[src/rtl/dlx_bus_arbiter.sv]
// Four-source round-robin bus arbiter with one turnaround cycle between owners.
// Define DLX_ARB_HOLD_LIMIT_EN to cap each ownership at MAX_HOLD cycles.
module dlx_bus_arbiter #(
  parameter int DW       = 32,
  parameter int MAX_HOLD = 8
) (
  input  logic          clk,
  input  logic          rst_n,
  input  logic [3:0]    req,
  input  logic [DW-1:0] din0,
  input  logic [DW-1:0] din1,
  input  logic [DW-1:0] din2,
  input  logic [DW-1:0] din3,
  output logic [3:0]    grant,
  output logic [1:0]    grant_id,
  output logic          bus_valid,
  output logic [DW-1:0] bus_out
);

  typedef enum logic {
    IDLE = 1'b0,
    OWN  = 1'b1
  } state_t;

  state_t     state_reg, state_next;
  logic [3:0] grant_reg, grant_next;
  logic [1:0] id_reg, id_next;
  logic [1:0] ptr_reg, ptr_next;
  logic [1:0] pick_id;
  logic       hold_hit;

`ifdef DLX_ARB_HOLD_LIMIT_EN
  logic [7:0] hold_cnt_reg, hold_cnt_next;

  assign hold_hit = (hold_cnt_reg == 8'(MAX_HOLD));

  always_ff @(posedge clk or negedge rst_n) begin
    if (!rst_n) begin
      hold_cnt_reg <= 8'd0;
    end else begin
      hold_cnt_reg <= hold_cnt_next;
    end
  end

  always_comb begin
    hold_cnt_next = hold_cnt_reg;
    if (state_reg == IDLE) begin
      hold_cnt_next = (|req) ? 8'd1 : 8'd0;
    end else if (!req[id_reg] || hold_hit) begin
      hold_cnt_next = 8'd0;
    end else if (hold_cnt_reg != 8'hFF) begin
      hold_cnt_next = hold_cnt_reg + 8'd1;
    end
  end
`else
  assign hold_hit = 1'b0;
`endif

  // Scan from the highest rotation offset down so the nearest requester at or after ptr wins.
  always_comb begin
    pick_id = ptr_reg;
    for (int k = 3; k >= 0; k--) begin
      if (req[ptr_reg + 2'(k)]) begin
        pick_id = ptr_reg + 2'(k);
      end
    end
  end

  always_comb begin
    state_next = state_reg;
    grant_next = grant_reg;
    id_next    = id_reg;
    ptr_next   = ptr_reg;
    case (state_reg)
      IDLE: begin
        grant_next = 4'b0000;
        id_next    = 2'd0;
        if (|req) begin
          state_next = OWN;
          grant_next = 4'b0001 << pick_id;
          id_next    = pick_id;
        end
      end
      OWN: begin
        // A release and a hold-limit hit on the same edge collapse into one handover.
        if (!req[id_reg] || hold_hit) begin
          state_next = IDLE;
          grant_next = 4'b0000;
          id_next    = 2'd0;
          ptr_next   = id_reg + 2'd1;
        end
      end
      default: begin
        state_next = IDLE;
        grant_next = 4'b0000;
        id_next    = 2'd0;
      end
    endcase
  end

  always_ff @(posedge clk or negedge rst_n) begin
    if (!rst_n) begin
      state_reg <= IDLE;
      grant_reg <= 4'b0000;
      id_reg    <= 2'd0;
      ptr_reg   <= 2'd0;
    end else begin
      state_reg <= state_next;
      grant_reg <= grant_next;
      id_reg    <= id_next;
      ptr_reg   <= ptr_next;
    end
  end

  logic [DW-1:0] din_arr [4];
  logic [DW-1:0] gated   [4];

  assign din_arr[0] = din0;
  assign din_arr[1] = din1;
  assign din_arr[2] = din2;
  assign din_arr[3] = din3;

  for (genvar gi = 0; gi < 4; gi++) begin : g_gate
    assign gated[gi] = din_arr[gi] & {DW{grant_reg[gi]}};
  end

  assign bus_out   = gated[0] | gated[1] | gated[2] | gated[3];
  assign grant     = grant_reg;
  assign grant_id  = id_reg;
  assign bus_valid = |grant_reg;

endmodule

[config.mk]
export PLATFORM = sky130hd
export DESIGN_NAME = dlx_bus_arbiter
export DESIGN_NICKNAME = d
export VERILOG_FILES = /design/src/rtl/dlx_bus_arbiter.sv
export SDC_FILE = /design/constraint.sdc
export NUM_CORES = 1
export LEC_CHECK = 0
export CAP_MARGIN = 20
export CORE_ASPECT_RATIO = 0.75
export CORE_UTILIZATION = 23
export DETAILED_ROUTE_END_ITERATION = 6
export PLACE_DENSITY = 0.83
export SLEW_MARGIN = 20
export SYNTH_ARGS = -nofsm -noshare
export SYNTH_HDL_FRONTEND = slang
export SYNTH_SLANG_ARGS = --single-unit
[constraint.sdc]
create_clock -name clk -period 1.9 [get_ports clk]
set_input_delay 0.38 -clock clk [delete_from_list [all_inputs] [get_ports clk]]
set_output_delay 0.38 -clock clk [all_outputs]
set_load 0.01 [all_outputs]
# Word level (Yosys, flattened, before mapping)
# Cells that the tools add are included.
dict set report word_totals {
  regBits 9
  in_bits 134
  out_inout_bits 39
  word_cells 50
}
dict set report classes {
  add_sub_neg 4
  order_cmp 5
  n_eq_ne 1
  n_shift 1
  n_mux 23
  n_bitwise 9
  reduce_logical 3
}
# cell count
set ops {}
lappend ops {{$and 32x32->32} 4}
lappend ops {{$or 32x32->32} 3}
lappend ops {{$lt 2x3->1 const B} 5}
lappend ops {{$mux 2} 6}
lappend ops {{$bmux 1 s2} 5}
lappend ops {{$mux 4} 2}
lappend ops {{$pmux 4 s2} 1}
lappend ops {{$reduce_or 4->1} 2}
lappend ops {{$mux 1} 7}
lappend ops {{$add 2x1->2 const B} 2}
lappend ops {{$add 2x2->2 const B} 2}
lappend ops {{$pmux 2 s2} 1}
lappend ops {{$shl 1x2->4 const A} 1}
lappend ops {{$ne 2x2->1 const B} 1}
lappend ops {{$not 1->1} 2}
lappend ops {{$pmux 1 s2} 1}
lappend ops {{$reduce_and 2->1} 1}

# Longest topological paths before layout
dict set report logic_depth {
  word_depth 10
  depth_mapped 5
  ltp_nobuf 4
}

# Worst setup path before layout
# Ideal clock, no wire load.
dict set report synth_timing {
  path_type {flip-flop to flip-flop}
  startpoint {register id_reg[1] (netlist: grant_id[1])}
  endpoint {register id_reg[0] (netlist: grant_id[0])}
  setup_ps 121
  t_arrival_ps 1443
  required_time_ps 1779
  slack_ps 336
  path_stages_with_launch 5
  path_buffers 1
  period_less_slack_ps 1564
  path_cell_list {dfrtp_1 > mux4_2 > and2_4 > buf_6 > a22o_1}
}
dict set report synth_between {
  elab_chain_len 3
}
# element line_no
set synth_lines {}
lappend synth_lines {{start: declaration} 27} ;# logic [1:0] id_reg, id_next;
lappend synth_lines {{start signal: assignment} 110} ;# id_reg <= id_next;
lappend synth_lines {{$bmux 1 s2} 86} ;# if (!req[id_reg] || hold_hit) begin
lappend synth_lines {{$mux 1 (implied by the code)} 86}
lappend synth_lines {{$ne 2x2->1 (no source line)} n/a}
# No other way between the ends. The select of a mux whose other input is x is not followed.
# A chain may end at the register's enable or synchronous reset.

# Worst setup path after layout
dict set report layout_timing {
  startpoint {register grant_reg[0] (netlist: grant[0])}
  endpoint {output bus_valid}
}
dict set report layout_between {
  elab_chain_len 1
}
# element line_no
set layout_lines {}
lappend layout_lines {{start: declaration} 26} ;# logic [3:0] grant_reg, grant_next;
lappend layout_lines {{start signal: assignment} 109} ;# grant_reg <= grant_next;
lappend layout_lines {{$reduce_or 4->1} 130} ;# assign bus_valid = |grant_reg;
lappend layout_lines {{end: declaration} 16} ;# output logic bus_valid,
# No other way between the ends.

==> key figures <==
Power and ir drop
  • Pint: roughly 2000 µW
  • Clk network pwr share: 5.9%
  • P_sw: 1680 µW
  • Worst vdd ir: 0.677 mV
  • Static Leak: approximately 0.0013 µW
  • Overall power: 3710 µW
  • Pwr Density: 1230 nW/µm²
  • Sw frac: ~45%
  • Part of the power in registers: 11.0%
  • Gate power share: 83.1%

Placement
  • GPL Wtd Cong: ~0.83
  • IO Port Bufs: 172
  • Placed insts: around 380
  • Final HPWL DP: slightly above 5 mm

Global route
  • Overflow after GRT: 0
  • First-pass GRT wire length: just over 10 mm
  • Initial antenna violation count: 0
  • Largest net degree at the start of global routing: 24
  • Global Route Usage Sum: roughly a quarter
  • Vias in the first global route: a little over 2k

Routing
  • DRC violations left: 0
  • Vias per cell: 5.16
  • ANT nets after route: 0
  • Wire per inst: about 16 µm
  • Drt total wl: about 6.3 mm
  • Routed via count: between 1.5k and 2k
  • DR pass1 iterations: 5
  • DR iter-0 viols: 75

CTS
  • Clock-pin transition on the worst setup and hold timing paths: around 50 ps
  • Skew-Pair Late Insertion Delay: ~230 ps
  • Hold Buf Count CTS: 0
  • Clk root buf: clkbuf_8
  • # clock sinks: 9
  • CTS tree: yes
  • Max clock buf depth: 2
  • H-Tree Depth: 1
  • Total CTS buffers: 3

Die
  • Die area: 5270 µm²
  • Die H: around 63 µm
  • Core Rows: 21
  • Initial core utilization: between 20% and 30%
  • Core box area: 4620 µm²
  • Io pins: between 150 and 200
  • Die Width: between 80 and 90 µm

Synthesis
  • Post-Syn Area: between 1000 and 1500 µm²
  • Ys flop type: dfrtp_1
  • Post-synthesis sequential area ratio: between 10% and 20%
  • Ys async rst share: 100%
  • Most common cell in the netlist: a22oi_1
  • Synth Warn #: 0
  • Synthesized netlist cell count: 160
  • Flops & latches, synth: 9
  • Synth area leaders: a22oi_1 42%, dfrtp_1 20%, nand2_1 12%, clkbuf_1 5.2%, mux4_2 2.0%
  • Syn_area_per_cell: between 7 and 8 µm²
  • Synth cell types: 26
  • Number of flops mapped to enable cells by yosys: 0
  • Post-synth top area share: 42.0%
  • Net Count, Synth: around 300
  • Most frequent cells after synthesis: 64 x a22oi_1, 36 x nand2_1, 16 x clkbuf_1, 9 x dfrtp_1
  • Yosys top cell by area: a22oi_1

Worst setup path
  • Crit-path cells: buf_12 -> or4_1 -> clkdlybuf4s15_1
  • Critical Path End Type: output pin
  • Reg-to-Reg Start: grant_id[1]$_DFFE_PN0P_
  • R2r endpoint: grant_id[0]$_DFFE_PN0P_
  • Critical path startpoint category: flip-flop
  • Slowest-stage cell, CP: dfrtp_1
  • Worst path required time: roughly 1500 ps
  • Max Fanout on Critical Path: 15
  • R2R setup slack: about 380 ps
  • Critical path type: reg -> out
  • Slowest cell delay on critical path: ~420 ps
  • Crit path DAT: 1470 ps
  • Reg2Reg Depth: 3

Worst hold path
  • Hold crit path type: in -> async

Final layout
  • Post-layout util: between 60% and 70%
  • Layout cells sized above 1: approximately 7.0%
  • Register area: about 230 µm²
  • Max reg flops: 4
  • Filler cells: between 400 and 500
  • Final std cells w/o fill: approximately 390
  • Final nets: between 400 and 500
  • ANT cells: 0
  • Footprint of the multi-input gates: roughly 850 µm²
  • P&R area growth vs syn: 164%

Timing
  • Clock skew: 0.220 ps
  • Hold Fails Final Rpt: 0
  • Fmax: 540 MHz
  • Fin crit share: 97.5%
  • Min cycle time layout: between 1500 and 2000 ps
  • Slew @ Worst Pin: 403 ps
  • Max-slew headroom: about 73%
  • Final Max Tran Viols: 0
  • Final setup viols: 0
  • RSZ-0062 raised after global routing: false

Run
  • MaxCap Viol Count: 0

Run status
  • Run status: completed
==> repair_timing <==
item	CTS	global route
resized for setup	42	2
buffers inserted	0	0
endpoints found under the setup margin	33	2
==> final cells by class <==
cell class | instances | share of cell area [%]
timing repair buffer | 183 | 60.1
clock buffer | 3 | 1.37
inverter | 4 | 0.497
multi-input combinational | 130 | 28.1
sequential | 9 | 7.49
tap | 57 | 2.36
clock inverter | 1 | 0.166
==> placed cells by master (no fill, tap or decap), drive strengths merged <==
cell type        n
a21bo            1
a21boi           1
a21oi            4
a22o             1
a22oi           64
a2bb2oi          1
a31oi            1
a32o             2
and2             1
and2b            1
buf             11
clkbuf           3
clkdlybuf4s15    1
clkdlybuf4s50  139
clkinv           1
dfrtp            9
dlygate4sd2     31
dlymetal6s2s     1
inv              4
mux4             1
nand2           36
nand2b           1
nor2             3
nor2b            1
nor3             1
o21ai            4
o221a            1
o31ai            2
or2              1
or4              1
xor2             1
==> worst max path at each step <==
| stage | slack [ps] | endpoint | cells after the start | startpoint |
|---|---|---|---|---|
| after floorplan | 340 | grant_id[0]$_DFFE_PN0P_ | 4 | grant_id[1]$_DFFE_PN0P_ |
| after global placement | -80 | bus_out[0] | 4 | din2[0] |
| after detailed placement | -90 | bus_out[0] | 4 | din2[0] |
| after CTS | -50 | bus_out[29] | 4 | grant[0]$_DFFE_PN0P_ |
| after global routing | 3 | bus_out[0] | 4 | grant[2]$_DFFE_PN0P_ |
| final | 50 | bus_valid | 3 | grant[0]$_DFFE_PN0P_ |
==> kinds of logic (layout without fill, tap and decap cells) <==
family | count (synthesis) | in the layout | synth area share (%)
buffers and inverters | 21 | 191 | 7.54
muxes | 1 | 1 | 1.97
DFF | 9 | 9 | 19.7
AOI/OAI and AO/OA | 82 | 82 | 53.1
xor gates and xnor gates | 1 | 1 | 0.765
and+or+nand+nor | 46 | 46 | 16.9
==> stage by stage <==
| step | hold slack [ps] | worst slack [ps] | TNS, ps | cell area (µm²) |
|---|---|---|---|---|
| detailed placement | 562 | -86.5 | -606 | 2970 |
| global route | 481 | 2.58 | 0 | 3020 |
| floorplan | 84.4 | 336 | 0 | 1140 |
| CTS | 462 | -51.2 | -61.2 | 3020 |
| global placement | 541 | -83.9 | -330 | 2970 |
| finish | 448 | 47.2 | 0 | 3020 |
==> power groups by stage <==
stage | clock network (µW) | registers, µW | logic [µW]
after global routing | 229 | 425 | 3380
after global placement | 0 | 392 | 3390
after CTS | 221 | 410 | 3100
after detailed placement | 0 | 399 | 3420
final | 217 | 409 | 3080
after floorplan | 0 | 377 | 1530
==> per-layer routing <==
layer	share of wire [%]	routed length, µm	track usage (%)	up-vias
met3	9.8	618	5.90	14
met5	0	0	0	-
met2	49	3110	43.2	120
met1	38	2410	27.9	897
met4	2.6	167	8.05	0
li1	-	-	-	967
==> critical path: cells and delay by family, from the launching register on <==
family,cells,cell delay [ps]
buffers and inverters,2,420
DFF,1,420
and+or+nand+nor,1,410
Power figures use the tool's default switching activity.
